## src/rtl/id_ex_stage.sv

```systemverilog
// ID/EX pipeline register with load-use hazard detection, branch flush and
// saturating debug counters for stall and flush events.
module id_ex_stage #(
  parameter int DW    = 32,
  parameter int CNT_W = 16
) (
  input  logic             clk,
  input  logic             rst_n,
  input  logic             id_valid,
  input  logic [DW-1:0]    id_pc,
  input  logic [DW-1:0]    id_readda1,
  input  logic [DW-1:0]    id_readda2,
  input  logic [DW-1:0]    id_imm,
  input  logic [4:0]       id_rs,
  input  logic [4:0]       id_rt,
  input  logic [4:0]       id_rd,
  input  logic             id_regwrite,
  input  logic             id_memread,
  input  logic             id_memwrite,
  input  logic             id_memtoreg,
  input  logic             id_alusrc,
  input  logic             id_regdst,
  input  logic [3:0]       id_aluop,
  input  logic             flush,
  output logic             stall,
  output logic             ex_valid,
  output logic [DW-1:0]    ex_pc,
  output logic [DW-1:0]    ex_readda1,
  output logic [DW-1:0]    ex_readda2,
  output logic [DW-1:0]    ex_imm,
  output logic [4:0]       ex_rs,
  output logic [4:0]       ex_rt,
  output logic [4:0]       ex_writereg,
  output logic             ex_regwrite,
  output logic             ex_memread,
  output logic             ex_memwrite,
  output logic             ex_memtoreg,
  output logic             ex_alusrc,
  output logic [3:0]       ex_aluop,
  output logic [CNT_W-1:0] stall_count,
  output logic [CNT_W-1:0] flush_count
);

  logic             valid_q, valid_d;
  logic [DW-1:0]    pc_q, pc_d, rd1_q, rd1_d, rd2_q, rd2_d, imm_q, imm_d;
  logic [4:0]       rs_q, rs_d, rt_q, rt_d, wreg_q, wreg_d;
  logic             regwrite_q, regwrite_d, memread_q, memread_d;
  logic             memwrite_q, memwrite_d, memtoreg_q, memtoreg_d;
  logic             alusrc_q, alusrc_d;
  logic [3:0]       aluop_q, aluop_d;
  logic [CNT_W-1:0] stall_cnt_q, stall_cnt_d, flush_cnt_q, flush_cnt_d;
  logic             haz;

  // A load in EX whose destination feeds the decode instruction; $zero never counts.
  always_comb begin
    haz = valid_q & memread_q & (rt_q != 5'd0) & id_valid &
          ((rt_q == id_rs) | (rt_q == id_rt));
  end

  assign stall = rst_n & haz & ~flush;

  always_comb begin
    valid_d     = 1'b0;
    pc_d        = '0;
    rd1_d       = '0;
    rd2_d       = '0;
    imm_d       = '0;
    rs_d        = '0;
    rt_d        = '0;
    wreg_d      = '0;
    regwrite_d  = 1'b0;
    memread_d   = 1'b0;
    memwrite_d  = 1'b0;
    memtoreg_d  = 1'b0;
    alusrc_d    = 1'b0;
    aluop_d     = '0;
    stall_cnt_d = stall_cnt_q;
    flush_cnt_d = flush_cnt_q;
    if (flush) begin
      if (flush_cnt_q != '1) flush_cnt_d = flush_cnt_q + CNT_W'(1);
    end else if (haz) begin
      if (stall_cnt_q != '1) stall_cnt_d = stall_cnt_q + CNT_W'(1);
    end else begin
      // Datapath always loads; control is qualified so an empty slot can never write.
      valid_d    = id_valid;
      pc_d       = id_pc;
      rd1_d      = id_readda1;
      rd2_d      = id_readda2;
      imm_d      = id_imm;
      rs_d       = id_rs;
      rt_d       = id_rt;
      wreg_d     = id_valid ? (id_regdst ? id_rd : id_rt) : 5'd0;
      regwrite_d = id_valid & id_regwrite;
      memread_d  = id_valid & id_memread;
      memwrite_d = id_valid & id_memwrite;
      memtoreg_d = id_valid & id_memtoreg;
      alusrc_d   = id_valid & id_alusrc;
      aluop_d    = id_valid ? id_aluop : 4'd0;
    end
  end

  always_ff @(posedge clk) begin
    if (!rst_n) begin
      valid_q     <= 1'b0;
      pc_q        <= '0;
      rd1_q       <= '0;
      rd2_q       <= '0;
      imm_q       <= '0;
      rs_q        <= '0;
      rt_q        <= '0;
      wreg_q      <= '0;
      regwrite_q  <= 1'b0;
      memread_q   <= 1'b0;
      memwrite_q  <= 1'b0;
      memtoreg_q  <= 1'b0;
      alusrc_q    <= 1'b0;
      aluop_q     <= '0;
      stall_cnt_q <= '0;
      flush_cnt_q <= '0;
    end else begin
      valid_q     <= valid_d;
      pc_q        <= pc_d;
      rd1_q       <= rd1_d;
      rd2_q       <= rd2_d;
      imm_q       <= imm_d;
      rs_q        <= rs_d;
      rt_q        <= rt_d;
      wreg_q      <= wreg_d;
      regwrite_q  <= regwrite_d;
      memread_q   <= memread_d;
      memwrite_q  <= memwrite_d;
      memtoreg_q  <= memtoreg_d;
      alusrc_q    <= alusrc_d;
      aluop_q     <= aluop_d;
      stall_cnt_q <= stall_cnt_d;
      flush_cnt_q <= flush_cnt_d;
    end
  end

  assign ex_valid    = valid_q;
  assign ex_pc       = pc_q;
  assign ex_readda1  = rd1_q;
  assign ex_readda2  = rd2_q;
  assign ex_imm      = imm_q;
  assign ex_rs       = rs_q;
  assign ex_rt       = rt_q;
  assign ex_writereg = wreg_q;
  assign ex_regwrite = regwrite_q;
  assign ex_memread  = memread_q;
  assign ex_memwrite = memwrite_q;
  assign ex_memtoreg = memtoreg_q;
  assign ex_alusrc   = alusrc_q;
  assign ex_aluop    = aluop_q;
  assign stall_count = stall_cnt_q;
  assign flush_count = flush_cnt_q;

endmodule
```

## config.mk

```make
export PLATFORM = sky130hd
export DESIGN_NAME = id_ex_stage
export DESIGN_NICKNAME = d
export VERILOG_FILES = /design/src/rtl/id_ex_stage.sv
export SDC_FILE = /design/constraint.sdc
export NUM_CORES = 1
export LEC_CHECK = 0
export ABC_AREA = 1
export ABC_CLOCK_PERIOD_IN_PS = 2300
export CAP_MARGIN = 20
export CORE_AREA = 5 5 133 135
export DETAILED_ROUTE_END_ITERATION = 12
export DIE_AREA = 0 0 138 140
export PLACE_DENSITY_LB_ADDON = 0.15
export SKIP_LAST_GASP = 1
export SLEW_MARGIN = 20
export SYNTH_ARGS = -nofsm -noshare
export SYNTH_HDL_FRONTEND = slang
export SYNTH_SLANG_ARGS = --single-unit
```

## constraint.sdc

```tcl
create_clock -name clk -period 2.3 [get_ports clk]
set_clock_uncertainty 0.15 [all_clocks]
set_input_delay 0.46 -clock clk [delete_from_list [all_inputs] [get_ports clk]]
set_output_delay 0.46 -clock clk [all_outputs]
set_load 0.02 [all_outputs]
```

==> results of run 1 <==
[where the power goes]
part | internal [mW] | leakage [nW] | switching (mW)
Sequential | 3.31 | 1.52 | 0.0329
Combinational | 0.494 | 3.06 | 0.386
Clock | 1.82 | 0.305 | 1.24
[critical path: cells and delay by family]
family                    cells  cell delay (ps)
xor gates and xnor gates      1              120
buffers and inverters         2              620
and+or+nand+nor               4              420
[worst max-delay path by stage]
stage | slack, ps | to
2_1_floorplan | 220 | stall
3_3_place_gp | -530 | stall
3_5_place_dp | -560 | stall
4_1_cts | 0.4 | stall
5_1_grt | -10 | stall
6_report | 70 | stall
[flip-flops by register name (all words and copies together) (netlist names), 16 cells and up]
register,count
ex_imm,32
ex_pc,32
ex_readda1,32
ex_readda2,32
flush_count,16
stall_count,16
[synth_stat cells, drive strengths merged]
cell / instances / area share
a21oi: 13 / 0.010
a31oi: 2 / 0.0020
and3: 1 / 0.0010
buf: 22 / 0.021
clkbuf: 1 / 0.00060
clkinv: 1 / 0.00060
dfxtp: 185 / 0.59
ha: 2 / 0.0040
inv: 184 / 0.11
nand2: 94 / 0.057
nand3: 24 / 0.022
nand4: 13 / 0.013
nor2: 227 / 0.14
nor3: 8 / 0.0064
nor3b: 1 / 0.0012
nor4: 2 / 0.0020
o21ai: 14 / 0.011
o21bai: 1 / 0.0012
xnor2: 3 / 0.0042
xor2: 2 / 0.0028
[repair_timing]
item                       CTS  global route
gates resized for setup     20            12
setup endpoints to repair    1             1
setup buffers                1             0
pin swaps                    7             7
[per-stage QoR]
stage / setup WS, ps / std cells / util
floorplan: 224 / 800 / -
global placement: -533 / 1369 / 0.618
detailed placement: -557 / 1369 / 0.618
CTS: 0.448 / 1402 / 0.657
global route: -11.7 / 1403 / 0.659
finish: 65.2 / 1403 / 0.659
[cells in the final DEF, fill, tap and decap left out, types with 2 or more instances in the layout]
| cell type | count |
|---|---|
| xor2_1 | 2 |
| clkinv_4 | 2 |
| buf_4 | 27 |
| clkinvlp_4 | 2 |
| nor4_1 | 2 |
| inv_2 | 4 |
| dfxtp_4 | 3 |
| a31oi_1 | 2 |
| dfxtp_1 | 180 |
| nand3_2 | 2 |
| nor2_1 | 225 |
| dfxtp_2 | 2 |
| clkbuf_16 | 17 |
| o21ai_0 | 13 |
| a21oi_1 | 13 |
| clkdlybuf4s50_1 | 332 |
| clkbuf_8 | 3 |
| xnor2_1 | 3 |
| nand2_2 | 5 |
| nor3_1 | 8 |
| ha_1 | 2 |
| dlygate4sd2_1 | 8 |
| nand4_1 | 13 |
| nand3_4 | 2 |
| buf_12 | 4 |
| nand3_1 | 20 |
| nand2_1 | 89 |
| inv_1 | 179 |
| bufinv_16 | 3 |
[per-layer routing]
| layer | vias up | share of wire | global-route usage |
|---|---|---|---|
| li1 | 3057 | - | - |
| met2 | 215 | 0.53 | 0.369 |
| met3 | 29 | 0.067 | 0.0644 |
| met4 | 0 | 0.024 | 0.0655 |
| met1 | 2551 | 0.38 | 0.219 |
| met5 | - | 0 | 0 |
[layout make-up]
class | instances | area [sq um] | share of cell area
tap | 220 | 275 | 0.0255
timing repair buffer | 373 | 3700 | 0.343
clock buffer | 21 | 470 | 0.0436
sequential | 185 | 3720 | 0.345
inverter | 185 | 697 | 0.0646
clock inverter | 11 | 164 | 0.0152
antenna | 1 | 2.50 | 0.000232
multi-input combinational | 407 | 1750 | 0.163
[cell families (layout without fill, tap and decap cells)]
logic type	after synthesis	after routing
fa+ha+maj	2	2
flops	185	185
xor+xnor	5	5
simple gates	370	370
compound gates	30	30
other cells	0	1
buf+inv	208	590
==> flow_summary.toml, run 1 <==
[outcome]
status = "finished clean"

[logic_synthesis]
synthAdderAreaFrac = 0.00400
synth_top_family_by_area = "simple AND/OR/NAND/NOR gates"
synth_nets = 959
synthXorXnorAreaFrac = 0.00701
synth_compound_area_frac = 0.0248
synthCells = 800
synthMuxAreaShare = 0
ys_seq_elements = 185
synthSimpleGateAreaFrac = 0.239
avgSynthCellArea_sq_um = 7.81
yosys_warnings = 0
synth_cell_type_count = 27
synth_seq_area_share = 0.593
synthesis.area_sq_um = 6250

[worst_setup_path]
worstPathMaxFanout = 2
crit_chain = "clkdlybuf4s50_1, xnor2_1, nand3_1, nand2_2, nand3_4, nor2_4, buf_6"
start_kind = "primary input"
crit_path_end_kind = "primary output"
crit_start = "id_rt[4]"
reg2reg_slack_ps = 350
slowest_delay_ps = 500
worstPathArrival_ps = 1620
timing.rr.end = "flush_count[7]"
path_class = "in2out"
r2r-start = "flush_count[0]"
cp_slowest_cell = "clkdlybuf4s50_1"
ff2ff_path_depth = 9
required_ps = 1690

[clock_tree]
clk_pin_slew_worst_paths_ps = 70
hold_buffers = 0
cts_buffers = 17
cts-root-buf = "clkbuf_16"
clock_tree.buffer_depth = 2
clock_latency_ps = 420
h-tree-depth = 4
clock_sinks = 185
cts_tree = "yes"

[pwr]
ir_drop_mv = 0.509
power_density_nw_per_um2 = 675
power_leakage_nw = 4.88
power.total_mw = 7.28

[global_routing]
grt_start_max_net_pins = 43
grt_pass1_vias = 5565
antenna_found_initial = 1
grt_overflow_total = 0
grt_pass1_wl_um = 30800
gr-usage-all-layers = 0.201

[place]
dp_hpwl_um = 15800
gp_congestion = 0.859
io_buffer_count = 342
place_area_sq_um = 10100

[floorplan]
num_io_pins = 343
std_cell_rows = 47
fp.dieW_um = 138
die_h_um = 140
core_area_sq_um = 16300
dieArea_sq_um = 19300
start_util = 0.382

[route]
drtIter0Drc = 227
routed_wl_um = 19800
routed_via_density = 4.17
firstDrtPassIters = 4
wl_per_cell_um = 14.1
ant_nets = 0
drc = 0
routed-via-count = 5852

[sta]
fin_crit_ps = 2230
hold_ws_ps = 167
final_max_slew_viol_count = 0
relSlewSlack = 0.782
tns_ps = 0
hold_viol_final = 0
worstMarginPinSlew_ps = 324
fmax_mhz = 447
setup_viol = 0
period_share = 0.972

[finish]
syn2layout_area_growth_pct = 72.5
fillers = 1473
fin_area_sq_um = 10800
fin_nets = 1328
drive_gt1_frac = 0.0711

[job]
drv_cap = 0

[hold_path]
holdPathEnd = "ex_rs[2]"
min_path_type = "in2reg"
whs_path_depth = 3
min-delay-start = "id_rs[2]"
No activity file was read; power rests on OpenSTA's default activity.
==> run 2, diff against run 1 <==
--- a/config.mk
+++ b/config.mk
@@ -6,7 +6,7 @@
 export NUM_CORES = 1
 export LEC_CHECK = 0
 export ABC_AREA = 1
-export ABC_CLOCK_PERIOD_IN_PS = 2300
+export ABC_CLOCK_PERIOD_IN_PS = 2500
 export CAP_MARGIN = 20
 export CORE_AREA = 5 5 133 135
 export DETAILED_ROUTE_END_ITERATION = 12
==> constraint.sdc (replaced) <==
create_clock -name clk -period 2.5 [get_ports clk]
set_clock_uncertainty 0.15 [all_clocks]
set_input_delay 0.5 -clock clk [delete_from_list [all_inputs] [get_ports clk]]
set_output_delay 0.5 -clock clk [all_outputs]
set_load 0.02 [all_outputs]
==> run 2 against run 1 <==
Clock power down 12%. Critical path depth up 3. Via count down 0.15%. Utilization down 0.48 points. Clock-buffer cell count down 1. Sequential share of layout area up 0.13 points. Routed wire length up 0.73%. Critical path type unchanged. Critical endpoint unchanged. Largest cell class unchanged. Largest power group unchanged. Highest routed layer unchanged.
==> flow_summary.toml, run 2 (synthesis gave the netlist of run 1 again) <==
[clock_tree]
h-tree-depth = 4
clock_tree.buffer_depth = 2
clock_latency_ps = 420
cts-root-buf = "clkbuf_16"
clock_sinks = 185
clk_pin_slew_worst_paths_ps = 70
cts_buffers = 17
postCtsSetupBuffers = 0
cts_tree = "yes"

[floorplan]
start_util = 0.382
dieArea_sq_um = 19300
die_h_um = 140
fp.dieW_um = 138
num_io_pins = 343
core_area_sq_um = 16300
std_cell_rows = 47

[route]
routed-via-count = 5843
ant_nets = 0
routed_wl_um = 20000
wl_per_cell_um = 14.3
drc = 0
routed_via_density = 4.19
drtIter0Drc = 187
firstDrtPassIters = 6

[worst_setup_path]
crit_chain = "clkdlybuf4s50_1, inv_1, nand2_1, nand2_1, nor2_1, nand3_1, nand2_2, nand3_4, nor2_4, buf_6"
crit_path_end_kind = "primary output"
worstPathMaxFanout = 2
worstPathArrival_ps = 1770
path_class = "in2out"
required_ps = 1850
ff2ff_path_depth = 9
r2r-start = "flush_count[0]"
slowest_delay_ps = 480
cp_slowest_cell = "clkdlybuf4s50_1"
reg2reg_slack_ps = 500
cpMostUsedCell = "nand2_1"
timing.rr.end = "flush_count[7]"
start_kind = "primary input"

[sta]
fin_crit_ps = 2420
setup_viol = 0
setup_slack_ps = 79.5
fmax_mhz = 413
hold_viol_final = 0
relSlewSlack = 0.782
tns_ps = 0
hold_ws_ps = 212
worstMarginPinSlew_ps = 325
period_share = 0.968
final_max_slew_viol_count = 0

[finish]
stdcell_count = 1396
fin_area_sq_um = 10700
fin_util = 0.655
fin_nets = 1320
syn2layout_area_growth_pct = 71.2
layout_commonest_cell = "clkdlybuf4s50_1"
drive_gt1_frac = 0.0562
layout_common_cells = "clkdlybuf4s50_1 (336), nor2_1 (226), dfxtp_1 (185)"

[pwr]
power.total_mw = 6.57
power_leakage_nw = 4.86
power_density_nw_per_um2 = 614
ir_drop_mv = 0.478

[hold_path]
min-delay-start = "id_rs[1]"
whs_path_depth = 3
min_path_type = "in2reg"
holdPathEnd = "ex_rs[1]"

[place]
gp_congestion = 0.864
place_area_sq_um = 10100
io_buffer_count = 342
dp_slack_ps = -431
dp.cells = 1362
dp_hpwl_um = 16000

[global_routing]
use_met2 = 0.373
gr-usage-all-layers = 0.203
grt_use_met1 = 0.212
met3_usage = 0.0706
grt_pass1_wl_um = 30900
grt_busiest_layer = "met2"
grt_start_max_net_pins = 31
antenna_found_initial = 2
grt_pass1_vias = 5627
grt_overflow_total = 0

[job]
drv_cap = 0

[outcome]
status = "finished clean"
## run 2: cell count changes in the layout (fill, tap and decap cells not counted), moves of 4 or more
cell,delta
dlymetal6s2s_1,+4
dfxtp_1,+5
buf_4,-10
dlygate4sd2_1,-8
clkdlybuf4s50_1,+4
## run 2: critical path: cells and delay by family
| kind | cells | cell delay (ps) |
|---|---|---|
| buffers and inverters | 3 | 660 |
| AND/OR/NAND/NOR | 7 | 620 |
## run 2: metal layers
metal	share of wire	up-vias
met3	0.067	27
met2	0.53	195
li1	-	3041
met4	0.021	0
met5	0	-
met1	0.38	2580
## run 2: worst max-delay path by stage
stage / startpoint / endpoint / slack (ps) / depth (start not counted)
3_5_place_dp: id_rs[4] / stall / -430 / 10
2_1_floorplan: id_valid / stall / 340 / 7
3_3_place_gp: id_rs[4] / stall / -420 / 10
4_1_cts: id_rs[4] / stall / 10 / 10
6_report: id_rt[1] / stall / 80 / 10
5_1_grt: ex_rt[0] / stall / -60 / 9
## run 2: power breakdown
part	internal [mW]	switching [mW]
combinational	0.456	0.352
clock	1.54	1.14
sequential	3.05	0.0320
## run 2: layout make-up
cell class | instances | area [sq um]
fillers | 1436 | 5650
flip-flops and latches | 185 | 3700
repair buffers | 365 | 3680
multi-input cells | 407 | 1740
inverters | 185 | 694
clock buffers | 20 | 457
well taps | 220 | 275
clock inverters | 12 | 143
diodes | 2 | 5.00
## run 2: timing repair
| item | 4_1_cts | 5_1_grt |
|---|---|---|
| endpoints found under the hold margin | 0 | 0 |
| endpoints found under the setup margin | 1 | 1 |
| hold buffers | 0 | 0 |
| gates resized for setup | 4 | 10 |
| cloned | 0 | 0 |
| pin swaps | 0 | 5 |
==> run 3, diff against run 2 <==
--- a/config.mk
+++ b/config.mk
@@ -8,9 +8,9 @@
 export ABC_AREA = 1
 export ABC_CLOCK_PERIOD_IN_PS = 2500
 export CAP_MARGIN = 20
-export CORE_AREA = 5 5 133 135
+export CORE_AREA = 5 5 122 147
 export DETAILED_ROUTE_END_ITERATION = 12
-export DIE_AREA = 0 0 138 140
+export DIE_AREA = 0 0 127 152
 export PLACE_DENSITY_LB_ADDON = 0.15
 export SKIP_LAST_GASP = 1
 export SLEW_MARGIN = 20
==> run 3 against run 2 <==
Combinational power fell by 0.9%. Via count fell by 0.74%. Final area fell by 0.83%. Register-to-register slack got worse by 30 ps. Flip-flop and latch count did not move. Cell count fell by 0.50%. Clock power fell by 6%. Global-route usage fell by 0.21 points.
==> flow_summary.toml, run 3 (synthesis gave the netlist of run 1 again) <==
[outcome]
status = "finished clean"

[route]
firstDrtPassIters = 4
wl_per_cell_um = 14.2
routed_wl_um = 19700
drc = 0
ant_nets = 0
routed-via-count = 5800
drtIter0Drc = 202
routed_via_density = 4.18

[floorplan]
num_io_pins = 343
core_area_sq_um = 16500
die_h_um = 152
start_util = 0.378
std_cell_rows = 52
fp.dieW_um = 127
dieArea_sq_um = 19300

[clock_tree]
postCtsSetupBuffers = 0
clk_pin_slew_worst_paths_ps = 70
clock_sinks = 185
cts-root-buf = "clkbuf_16"
clock_tree.buffer_depth = 2
cts_tree = "yes"
cts_buffers = 17
h-tree-depth = 4
clock_latency_ps = 430

[worst_setup_path]
required_ps = 1850
worstPathMaxFanout = 2
worstPathArrival_ps = 1760
crit_path_end_kind = "primary output"
start_kind = "primary input"
crit_start = "id_rs[1]"
r2r-start = "flush_count[0]"
path_class = "in2out"

[sta]
rsz0062_at_grt = "no"
tns_ps = 0
worstMarginPinSlew_ps = 338
period_share = 0.965
relSlewSlack = 0.774
fmax_mhz = 415
hold_viol_final = 0
fin_crit_ps = 2410
setup_viol = 0
final_max_slew_viol_count = 0

[place]
io_buffer_count = 342
dp_hpwl_um = 15600
dp.cells = 1356
gp_congestion = 0.877

[global_routing]
antenna_found_initial = 2
grt_start_max_net_pins = 50
grt_pass1_vias = 5477
gr-usage-all-layers = 0.201
grt_pass1_wl_um = 30100
grt_overflow_total = 0

[pwr]
p_sw_frac = 0.246
power_leakage_nw = 4.83
p_comb_frac = 0.125
net-switching-power_mw = 1.57
ir_drop_mv = 0.341
power_density_nw_per_um2 = 603
seqPwrFrac = 0.480
pwr-share-clk = 0.395
p_int_mw = 4.83

[finish]
syn2layout_area_growth_pct = 69.8
fin_nets = 1318
layout_common_cells = "clkdlybuf4s50_1 (335), nor2_1 (226), dfxtp_1 (185)"
drive_gt1_frac = 0.0538
layout_commonest_cell = "clkdlybuf4s50_1"
stdcell_count = 1389

[hold_path]
min-delay-start = "id_rs[0]"
min_path_type = "in2reg"

[job]
drv_cap = 0
[run 3: changes by cell type in the layout (fill, tap and decap cells not counted), moves of 2 or more]
cell / before / now
clkinvlp_4: 1 / 3
bufinv_16: 2 / 0
inv_8: 0 / 3
inv_6: 2 / 4
clkinv_2: 3 / 0
[run 3: final cells by class]
type                    instances  area, sq um
diodes                          1         2.50
well taps                     216          270
flip-flops and latches        185         3700
clock buffers                  20          447
inverters                     185          694
fillers                      1488         5910
clock inverters                12          109
repair buffers                363         3660
multi-input cells             407         1730
[run 3: power groups by stage]
stage               Sequential, mW  Clock (mW)  Combinational [mW]
floorplan                     3.27           0               0.168
global placement              3.14           0               0.797
detailed placement            3.14           0               0.805
CTS                           3.07        2.61               0.810
global route                  3.09        2.74               0.859
finish                        3.07        2.53               0.800
[run 3: what timing repair did]
item	in CTS	in global routing
gates resized for setup	5	10
hold buffers	0	0
endpoints found under the setup margin	1	1
pin swaps	0	4
[run 3: metrics by stage]
step	utilization	hold WS [ps]	total power [mW]	setup slack (ps)	area (sq um)
after floorplan	-	401	3.44	344	6250
after global placement	0.607	330	3.94	-455	10000
after detailed placement	0.607	334	3.95	-452	10000
after CTS	0.641	347	6.49	23.3	10600
after global routing	0.642	231	6.68	3.73	10600
final	0.642	219	6.40	87.8	10600
[run 3: final timing paths]
| check | depth (start not counted) | to | slack, ps |
|---|---|---|---|
| setup / recovery | 10 | stall | 90 |
| hold reg to reg | 2 | flush_count[9] | 340 |
| setup reg to reg | 9 | flush_count[6] | 470 |
| hold / removal | 3 | ex_rs[0] | 220 |
[run 3: layer usage]
metal	routed length (um)	share of wire	vias up	track usage
met5	13	0.00066	-	0
met4	586	0.030	2	0.0766
met3	1420	0.072	40	0.0671
met2	10400	0.53	206	0.371
met1	7280	0.37	2506	0.206
li1	-	-	3046	-
[run 3: worst max-delay path, stage by stage]
cell and delay (ps):
clkdlybuf4s50_1 480, inv_1 50, nand2_1 50, nand2_1 40
nor2_1 100, nand3_1 80, nand2_2 100, nand3_2 90
nor2_2 130, buf_6 130
